`src/rtl/eth_pkg.sv`:
```
// Shared Ethernet framing constants and the transmit state encoding.
// Used by the RGMII transmitter and the receive-side FCS checker.
package eth_pkg;

    localparam logic [7:0]  PREAMBLE    = 8'h55;
    localparam logic [7:0]  SFD         = 8'hD5;
    localparam logic [31:0] CRC_POLY    = 32'hEDB88320;
    localparam logic [31:0] CRC_INIT    = 32'hFFFFFFFF;
    localparam logic [31:0] CRC_RESIDUE = 32'hDEBB20E3;

    typedef enum logic [2:0] {
        IDLE,
        PRE,
        DATA,
        PAD,
        FCS,
        IFG
    } tx_state_t;

endpackage

```
`src/rtl/crc32_d8.sv`:
```
// Combinational CRC-32 (reflected) update for one byte, LSB of d first.
module crc32_d8
    import eth_pkg::*;
(
    input  logic [31:0] crc_in,
    input  logic [7:0]  d,
    output logic [31:0] crc_out
);

    logic [31:0] c;

    always_comb begin
        c = crc_in;
        for (int i = 0; i < 8; i++) begin
            c = (c[0] ^ d[i]) ? ((c >> 1) ^ CRC_POLY) : (c >> 1);
        end
        crc_out = c;
    end

endmodule

```
`src/rtl/rgmii_tx.sv`:
```
// RGMII frame transmitter: preamble, SFD, buffered payload, zero pad, FCS, IFG.
// One byte per txclk; the DDR output stage sends txd_p on rise, txd_n on fall.
module rgmii_tx
    import eth_pkg::*;
#(
    parameter int PRE_LEN = 7,
    parameter int MIN_LEN = 60,
    parameter int MAX_LEN = 1500,
    parameter int IFG_LEN = 12
) (
    input  logic        txclk,
    input  logic        rstn,
    input  logic        start,
    input  logic [13:0] len,
    output logic [13:0] rd_addr,
    input  logic [7:0]  rd_data,
    output logic        txctl,
    output logic [3:0]  txd_p,
    output logic [3:0]  txd_n,
    output logic        busy,
    output logic        done
);

    localparam logic [13:0] PRE_LAST = 14'(PRE_LEN - 1);
    localparam logic [13:0] MIN_L    = 14'(MIN_LEN);
    localparam logic [13:0] MAX_L    = 14'(MAX_LEN);
    localparam logic [13:0] IFG_LAST = 14'(IFG_LEN - 1);
    localparam logic [13:0] IFG_END  = 14'(IFG_LEN);

    tx_state_t   state_reg;
    logic [13:0] cnt_reg;
    logic [13:0] len_reg;
    logic [13:0] rd_addr_reg;
    logic [31:0] crc_reg;
    logic [7:0]  byte_reg;
    logic        txctl_reg;
    logic        busy_reg;
    logic        done_reg;

    logic [31:0] crc_next;
    logic [7:0]  crc_din;
    logic [7:0]  fcs_byte;
    logic [31:0] fcs;
    logic [13:0] pad_last;

    assign crc_din  = (state_reg == DATA) ? rd_data : 8'h00;
    assign fcs      = ~crc_reg;
    assign pad_last = MIN_L - len_reg - 14'd1;

    crc32_d8 u_crc (
        .crc_in  (crc_reg),
        .d       (crc_din),
        .crc_out (crc_next)
    );

    always_comb begin
        fcs_byte = fcs[7:0];
        unique case (cnt_reg[1:0])
            2'd0: fcs_byte = fcs[7:0];
            2'd1: fcs_byte = fcs[15:8];
            2'd2: fcs_byte = fcs[23:16];
            2'd3: fcs_byte = fcs[31:24];
        endcase
    end

    always_ff @(posedge txclk) begin
        if (!rstn) begin
            state_reg   <= IDLE;
            cnt_reg     <= '0;
            len_reg     <= '0;
            rd_addr_reg <= '0;
            crc_reg     <= CRC_INIT;
            byte_reg    <= '0;
            txctl_reg   <= 1'b0;
            busy_reg    <= 1'b0;
            done_reg    <= 1'b0;
        end else begin
            done_reg <= 1'b0;
            case (state_reg)
                IDLE: begin
                    txctl_reg <= 1'b0;
                    byte_reg  <= '0;
                    if (start) begin
                        len_reg     <= (len > MAX_L) ? MAX_L : len;
                        cnt_reg     <= '0;
                        rd_addr_reg <= '0;
                        crc_reg     <= CRC_INIT;
                        busy_reg    <= 1'b1;
                        txctl_reg   <= 1'b1;
                        byte_reg    <= PREAMBLE;
                        state_reg   <= PRE;
                    end
                end
                PRE: begin
                    cnt_reg <= cnt_reg + 14'd1;
                    if (cnt_reg == PRE_LAST) begin
                        // Address 0 has been held through the preamble, so byte 0 is
                        // already on rd_data; step ahead to keep the read one byte early.
                        byte_reg    <= SFD;
                        cnt_reg     <= '0;
                        rd_addr_reg <= {13'd0, len_reg > 14'd1};
                        if (len_reg != 14'd0)
                            state_reg <= DATA;
                        else if (len_reg < MIN_L)
                            state_reg <= PAD;
                        else
                            state_reg <= FCS;
                    end else begin
                        byte_reg <= PREAMBLE;
                    end
                end
                DATA: begin
                    byte_reg <= rd_data;
                    crc_reg  <= crc_next;
                    cnt_reg  <= cnt_reg + 14'd1;
                    if (rd_addr_reg != len_reg - 14'd1)
                        rd_addr_reg <= rd_addr_reg + 14'd1;
                    if (cnt_reg == len_reg - 14'd1) begin
                        cnt_reg   <= '0;
                        state_reg <= (len_reg < MIN_L) ? PAD : FCS;
                    end
                end
                PAD: begin
                    byte_reg <= 8'h00;
                    crc_reg  <= crc_next;
                    cnt_reg  <= cnt_reg + 14'd1;
                    if (cnt_reg == pad_last) begin
                        cnt_reg   <= '0;
                        state_reg <= FCS;
                    end
                end
                FCS: begin
                    byte_reg <= fcs_byte;
                    cnt_reg  <= cnt_reg + 14'd1;
                    if (cnt_reg[1:0] == 2'd3) begin
                        cnt_reg   <= '0;
                        state_reg <= IFG;
                    end
                end
                IFG: begin
                    txctl_reg <= 1'b0;
                    byte_reg  <= '0;
                    cnt_reg   <= cnt_reg + 14'd1;
                    if (cnt_reg == IFG_LAST)
                        done_reg <= 1'b1;
                    if (cnt_reg == IFG_END) begin
                        cnt_reg   <= '0;
                        busy_reg  <= 1'b0;
                        state_reg <= IDLE;
                    end
                end
                default: state_reg <= IDLE;
            endcase
        end
    end

    assign rd_addr = rd_addr_reg;
    assign txctl   = txctl_reg;
    assign txd_p   = byte_reg[3:0];
    assign txd_n   = byte_reg[7:4];
    assign busy    = busy_reg;
    assign done    = done_reg;

endmodule

```
`config.mk`:
```
export PLATFORM = sky130hd
export DESIGN_NAME = rgmii_tx
export DESIGN_NICKNAME = d
export VERILOG_FILES = /design/src/rtl/eth_pkg.sv /design/src/rtl/crc32_d8.sv /design/src/rtl/rgmii_tx.sv
export SDC_FILE = /design/constraint.sdc
export NUM_CORES = 1
export LEC_CHECK = 0
export CORE_ASPECT_RATIO = 1.1
export CORE_MARGIN = 10
export CORE_UTILIZATION = 60
export CTS_CLUSTER_DIAMETER = 30
export DETAILED_ROUTE_END_ITERATION = 7
export DONT_BUFFER_PORTS = 1
export PLACE_DENSITY = 0.77
export SLEW_MARGIN = 10
export SYNTH_ARGS = -nofsm -noshare
export SYNTH_HDL_FRONTEND = slang
export SYNTH_HIERARCHICAL = 1
export SYNTH_SLANG_ARGS = --single-unit
```
`constraint.sdc`:
```
create_clock -name txclk -period 4 [get_ports txclk]
set_input_delay 0.4 -clock txclk [delete_from_list [all_inputs] [get_ports txclk]]
set_output_delay 0.4 -clock txclk [all_outputs]
set_load 0.02 [all_outputs]
```
Word level (Yosys, flattened, before mapping)
Index checks and enable logic that the tools add are counted.
{ "totals": {"reg_bits": 88, "inputBits": 25, "output_inout_bits": 25, "elab_cells": 113} }
{ "classes": {"addsub": 5, "n_lt_le_gt_ge": 3, "eq_ne": 21, "n_mux": 41, "n_bitwise": 17, "n_reduce_logical": 17} }
{ "ops": {"columns": ["cell", "n"], "rows": [
  ["$mux 32", 9],
  ["$mux 14", 9],
  ["$not 13->14", 8],
  ["$pmux 14 s6", 1],
  ["$pmux 32 s2", 1],
  ["$pmux 14 s3", 1],
  ["$pmux 8 s5", 1],
  ["$not 32->32", 1],
  ["$pmux 8 s4", 1],
  ["$add 14x1->14 const B", 2],
  ["$eq 14x14->1", 2],
  ["$eq 14x4->1 const B", 2],
  ["$sub 14x1->14 const B", 2],
  ["$mux 3", 8],
  ["$pmux 3 s6", 1],
  ["$mux 8", 2],
  ["$eq 14x3->1 const B", 1],
  ["$gt 14x1->1 const B", 1],
  ["$gt 14x11->1 const B", 1],
  ["$lt 14x6->1 const B", 1],
  ["$ne 14x14->1", 1],
  ["$reduce_bool 14->1", 1],
  ["$sub 6x14->14 const A", 1],
  ["$ne 2x2->1 const B", 5],
  ["other kinds (21)", 41]
]} }

Logic depth before layout (Yosys ltp)
{ "depth": {"depth_word": 19, "depth_mapped": 13, "mapped_depth_nobuf": 10} }

Modules after synthesis
The synthesis kept the hierarchy.
{ "modules_own_cells": {"columns": ["module", "n_inst", "cells_each", "area_per_inst_um2", "seq_area_each_um2"], "rows": [
  ["rgmii_tx", 1, 733, 5651.7, 1761.7],
  ["crc32_d8", 1, 63, 993.5, 0.0]
]} }

Worst setup path after synthesis
No wires, ideal clock.
{ "synth_path": {"path_type": "reg2reg", "startpoint": "reg len_reg[3]", "endpoint": "reg cnt_reg[2]", "setup_time_ns": 0.128, "arrival_time_ns": 2.772, "required_time_ns": 3.872, "setup_slack_ns": 1.100, "stages_incl_launch_ff": 13, "n_path_buf": 2, "period_less_slack_ns": 2.900, "cell_sequence": "dfxtp_1 clkbuf_1 inv_1 ha_1 or3_1 a2111o_1 a21oi_1 o221ai_1 nor4b_2 nor3_2 buf_2 a222oi_1 nor2_1"} }
{ "synth_via": {"elab_chain_len": 5, "word_cells_on_any_way": 8, "cone_classes": "add/sub (3); eq/ne (2); mux (3)"} }
{ "synth_rtl": {"columns": ["item", "line", "rtl"], "rows": [
  ["start, declared", "rgmii_tx.sv:32", "logic [13:0] len_reg;"],
  ["start signal, assigned", "rgmii_tx.sv:84", "len_reg <= (len > MAX_L) ? MAX_L : len;"],
  ["$sub 6x14->14", "rgmii_tx.sv:48", "assign pad_last = MIN_L - len_reg - 14'd1;"],
  ["$sub 14x1->14", "rgmii_tx.sv:48", null],
  ["$eq 14x14->1", "rgmii_tx.sv:127", "if (cnt_reg == pad_last) begin"],
  ["$mux 14", "rgmii_tx.sv:127", null],
  ["$pmux 14 s6 *", "rgmii_tx.sv:79", "case (state_reg)"],
  ["end signal, assigned", "rgmii_tx.sv:95", "cnt_reg <= cnt_reg + 14'd1;"],
  ["end signal, assigned", "rgmii_tx.sv:126", "cnt_reg <= cnt_reg + 14'd1;"],
  ["end signal, assigned", "rgmii_tx.sv:134", "cnt_reg <= cnt_reg + 14'd1;"],
  ["end, declared", "rgmii_tx.sv:31", "logic [13:0] cnt_reg;"]
]} }
Every way passes the cells marked *; elsewhere a longest branch is shown, timed or not.
A chain may end at the register's enable or synchronous reset.

Worst setup path in the final report
{ "layout_path": {"startpoint": "reg len_reg[0]", "endpoint": "reg rd_addr_reg[13] (netlist: rd_addr[13])"} }
{ "layout_via": {"elab_chain_len": 4} }
{ "layout_rtl": {"columns": ["item", "line", "rtl"], "rows": [
  ["$sub 14x1->14", "rgmii_tx.sv:116", "if (rd_addr_reg != len_reg - 14'd1)"],
  ["$ne 14x14->1", "rgmii_tx.sv:116", null],
  ["$ne 2x1->1 (no line)", null, null],
  ["$reduce_and 4->1 (no line)", null, null],
  ["end signal, assigned", "rgmii_tx.sv:101", "rd_addr_reg <= {13'd0, len_reg > 14'd1};"],
  ["end signal, assigned", "rgmii_tx.sv:117", "rd_addr_reg <= rd_addr_reg + 14'd1;"],
  ["end, declared", "rgmii_tx.sv:33", "logic [13:0] rd_addr_reg;"]
]} }
No other way between the ends.

==> impl_summary.txt <==
----------------------------------------------------
[Status]
  Result of the run ... completed

[Clock tree]
  Number of clock buffers inserted by TritonCTS ... 9
  Buffer cell driving the clock tree root ... sky130_fd_sc_hd__clkbuf_16
  Total of cells resized after clock tree synthesis ... 0
  # clock sinks ... between 80 and 90
  Clock tree from TritonCTS ... yes
  Clock H-tree levels ... 3
  Clock latency of the later-clocked register in the worst-skew pair ... between 0.3 and 0.4 ns
  Hold bufs inserted after CTS ... 0
  Post CTS Setup Buffer Count ... 0
  Maximum buffer depth of the clock tree ... 2
  Post-CTS clock slew at the launch and capture registers of the worst setup and hold paths ... 0.07 ns

[Die]
  Die Outline Area ... about 0.016 mm^2
  Number of rows created at floorplan ... 40
  Initial standard-cell utilization of the core ... 0.612
  Width of the die ... between 100 and 150 um
  Std-Cell Core Area ... 0.0109 mm^2
  Vertical die dimension ... 130 um
  I/O pins ... 50

[Drt]
  Post-route DRC ... 0
  Vias per cell ... 6.54
  Number of DRC markers in iteration 0 ... between 600 and 700
  Routed wirelength normalized by instance count ... just over 20 um
  Total Wirelength ... roughly 19 mm
  Total via count after detailed routing ... a little under 6000
  Remaining number of nets flagged by the antenna check after routing ... 0
  Iteration count of the initial detailed-routing pass ... 5

[Yosys]
  Cell count after synthesis ... around 800
  Mapped Avg Cell Area ... between 8 and 9 um^2
  Async set or reset register ratio after synthesis ... 0
  Number of warning messages in the yosys log ... 6
  Synth Cell Area ... 0.00665 mm^2
  Library cells used by synthesis ... 81
  Share of Yosys cell area claimed by the top area cell type ... 0.265
  Leading cell types by total area after synthesis ... sky130_fd_sc_hd__dfxtp_1, sky130_fd_sc_hd__xnor2_1, sky130_fd_sc_hd__xnor3_1
  Most used DFF post-synth ... sky130_fd_sc_hd__dfxtp_1
  Number of synthesized flops with an enable pin ... 0
  Post-synthesis net count ... 834
  Cell type contributing the most total cell area after synthesis ... sky130_fd_sc_hd__dfxtp_1
  Number of storage elements in the synthesis netlist ... 88
  Part of the Yosys area used for sequential elements ... 0.265

[Min path]
  Type of the most critical hold path ... input pin to register

[Global routing]
  GRT Overall Usage ... 0.240
  Global-route wire length before repair ... a little over 30 mm
  Initial antenna violation count ... 0
  Overflow left after global routing ... 0
  Maximum number of pins on one net before global-route repair ... 64
  Number of global-route vias before repair ... roughly 5700

[STA]
  Final critical delay including setup and external delays ... 3.33 ns
  Worst Tran Pin Value ... between 0.8 and 0.9 ns
  Final-report hold violation count ... 0
  Setup-failing EPs final ... 0
  Setup TNS ... 0 ns
  Final clock skew ... between 0.006 and 0.007 ns
  Slew Limit Fails ... 0
  Worst-case headroom to the max-slew limit ... 0.437
  Final period utilization ... 0.831
  Maximum clock frequency ... around 300 MHz
  Setup repair after global routing missed its margin ... false

[Power and ir drop]
  Maximum resistive drop on vdd ... approximately 0.57 mV
  Switching power ... 2.13 mW
  Static Leak ... 2.68 nW
  Cell Int Power ... roughly 3.0 mW
  Combinational cell fraction of total power ... 0.572
  Switching power share of the total ... 0.415
  P per Cell Area ... approximately 740 mW/mm^2
  Relative contribution of the clock network to total power ... 0.169
  Flop pwr share ... 0.259

[Layout]
  Antenna diodes ... 0
  Ratio of cells with drive above 1 in the final layout ... 0.0906
  Net count, final ... between 700 and 800
  Final core occ ... 0.640
  Flip-flop count of the largest register after layout ... 32
  P&R area growth vs syn ... 4.67%
  Design area ... 0.00696 mm^2

[Placed design]
  Count of buffers from port buffering ... 0
  Half-perimeter wire length of the detailed placement result ... 13.3 mm
  Routability congestion estimate from global placement ... slightly below 1
  Cell area after placement ... ~0.0067 mm^2

[Worst setup path]
  Critical path launch point type ... register
  Max Fanout on Critical Path ... 13
  Kind of end point of the critical path ... register
  Arrival time at the worst endpoint ... ~3.6 ns
  Critical path type ... register to register
  Required time worst endpoint ... about 4.3 ns

[Job]
  # Max-Cap Violations ... 0

----------------------------------------------------
## cells in the final DEF (no fill, tap or decap), types with 11 or more instances in the layout
| cell | count |
|---|---|
| sky130_fd_sc_hd__dfxtp_1 | 88 |
| sky130_fd_sc_hd__nor2_1 | 86 |
| sky130_fd_sc_hd__nand2_1 | 65 |
| sky130_fd_sc_hd__xnor2_1 | 52 |
| sky130_fd_sc_hd__o21ai_0 | 51 |
| sky130_fd_sc_hd__nor3_1 | 49 |
| sky130_fd_sc_hd__xor2_1 | 31 |
| sky130_fd_sc_hd__nand3_1 | 28 |
| sky130_fd_sc_hd__a21oi_1 | 20 |
| sky130_fd_sc_hd__and2_1 | 18 |
| sky130_fd_sc_hd__xnor3_1 | 18 |
| sky130_fd_sc_hd__inv_1 | 15 |
| sky130_fd_sc_hd__nand4_1 | 15 |
| sky130_fd_sc_hd__o211ai_1 | 13 |
| sky130_fd_sc_hd__ha_1 | 13 |
| sky130_fd_sc_hd__buf_4 | 11 |
## layout make-up
| type | count | area (um^2) |
|---|---|---|
| multi-input combinational | 630 | 4570 |
| fill | 975 | 3910 |
| sequential | 88 | 1760 |
| clock buffer | 10 | 229 |
| tap | 147 | 184 |
| timing repair buffer | 11 | 82.6 |
| clock inverter | 6 | 68.8 |
| inverter | 17 | 63.8 |
## critical path, stage by stage (launching register included)
cell and delay (ns):
sky130_fd_sc_hd__dfxtp_1 0.51, sky130_fd_sc_hd__inv_1 0.12, sky130_fd_sc_hd__ha_1 0.37, sky130_fd_sc_hd__xnor2_1 0.33, sky130_fd_sc_hd__xnor2_1 0.09, sky130_fd_sc_hd__a2111oi_0 0.44
sky130_fd_sc_hd__o2111ai_1 0.20, sky130_fd_sc_hd__a2111o_2 0.51, sky130_fd_sc_hd__nand2_2 0.15, sky130_fd_sc_hd__o21ai_1 0.17, sky130_fd_sc_hd__buf_4 0.23, sky130_fd_sc_hd__a21oi_1 0.12
## per-layer routing
layer | GRT usage | vias to the layer above | wire length [um]
met5 | 0 | - | 0
met4 | 0.124 | 0 | 619
met3 | 0.0506 | 49 | 1430
met2 | 0.419 | 262 | 9460
met1 | 0.272 | 2845 | 7180
li1 | - | 2790 | -
## kinds of logic (layout without fill, tap and decap cells)
kind of cell / count (synthesis) / count (layout) / synth area share
muxes: 1 / 1 / 0.00151
and+or+nand+nor: 329 / 329 / 0.256
xor gates and xnor gates: 119 / 119 / 0.230
buffers and inverters: 78 / 44 / 0.0490
DFF: 88 / 88 / 0.265
AOI/OAI and AO/OA: 168 / 168 / 0.175
adders and majority gates: 13 / 13 / 0.0245
## power groups by stage
stage	Combinational [mW]	Sequential (mW)	Clock, mW
3_5_place_dp	2.89	1.34	0
2_1_floorplan	2.44	1.23	0
3_3_place_gp	2.83	1.33	0
6_report	2.94	1.33	0.864
4_1_cts	2.91	1.32	0.877
5_1_grt	3.17	1.35	0.918
## metrics by stage
step	worst slack [ns]	instances	total power, mW	hold slack, ns
final	0.674	909	5.13	0.150
after CTS	0.661	909	5.11	0.120
after floorplan	1.10	796	3.67	0.487
after detailed placement	0.695	893	4.23	0.492
after global routing	0.293	909	5.44	0.121
after global placement	0.792	893	4.17	0.488
## final timing paths
kind,startpoint,to,slack [ns],cells after the start
hold reg to reg,cnt_reg[11],cnt_reg[11],0.56,2
hold / removal,rstn,crc_reg[12],0.15,1
setup / recovery,len_reg[0],rd_addr[13],0.67,11
setup reg to reg,len_reg[0],rd_addr[13],0.67,11
## cell usage after synthesis (4+ instances only)
cell type                  instances
sky130_fd_sc_hd__dfxtp_1          88
sky130_fd_sc_hd__nor2_1           86
sky130_fd_sc_hd__nand2_1          65
sky130_fd_sc_hd__xnor2_1          52
sky130_fd_sc_hd__o21ai_0          51
sky130_fd_sc_hd__nor3_1           50
sky130_fd_sc_hd__clkbuf_1         46
sky130_fd_sc_hd__xor2_1           31
sky130_fd_sc_hd__nand3_1          28
sky130_fd_sc_hd__a21oi_1          20
sky130_fd_sc_hd__and2_1           18
sky130_fd_sc_hd__xnor3_1          18
sky130_fd_sc_hd__inv_1            15
sky130_fd_sc_hd__nand4_1          15
sky130_fd_sc_hd__ha_1             13
sky130_fd_sc_hd__o211ai_1         13
sky130_fd_sc_hd__and3_1           10
sky130_fd_sc_hd__o22ai_1          10
sky130_fd_sc_hd__o311ai_0          9
sky130_fd_sc_hd__buf_2             8
sky130_fd_sc_hd__o221a_2           8
sky130_fd_sc_hd__a31oi_1           6
sky130_fd_sc_hd__nor2b_1           6
sky130_fd_sc_hd__or3_1             6
sky130_fd_sc_hd__xnor2_2           6
sky130_fd_sc_hd__xor3_1            6
sky130_fd_sc_hd__nand2b_1          5
sky130_fd_sc_hd__or2_2             5
sky130_fd_sc_hd__a22o_1            4
sky130_fd_sc_hd__buf_1             4
sky130_fd_sc_hd__nor4_1            4
sky130_fd_sc_hd__o221ai_1          4
sky130_fd_sc_hd__o31ai_1           4
sky130_fd_sc_hd__xnor2_4           4
No activity file was read; power rests on OpenSTA's default activity.
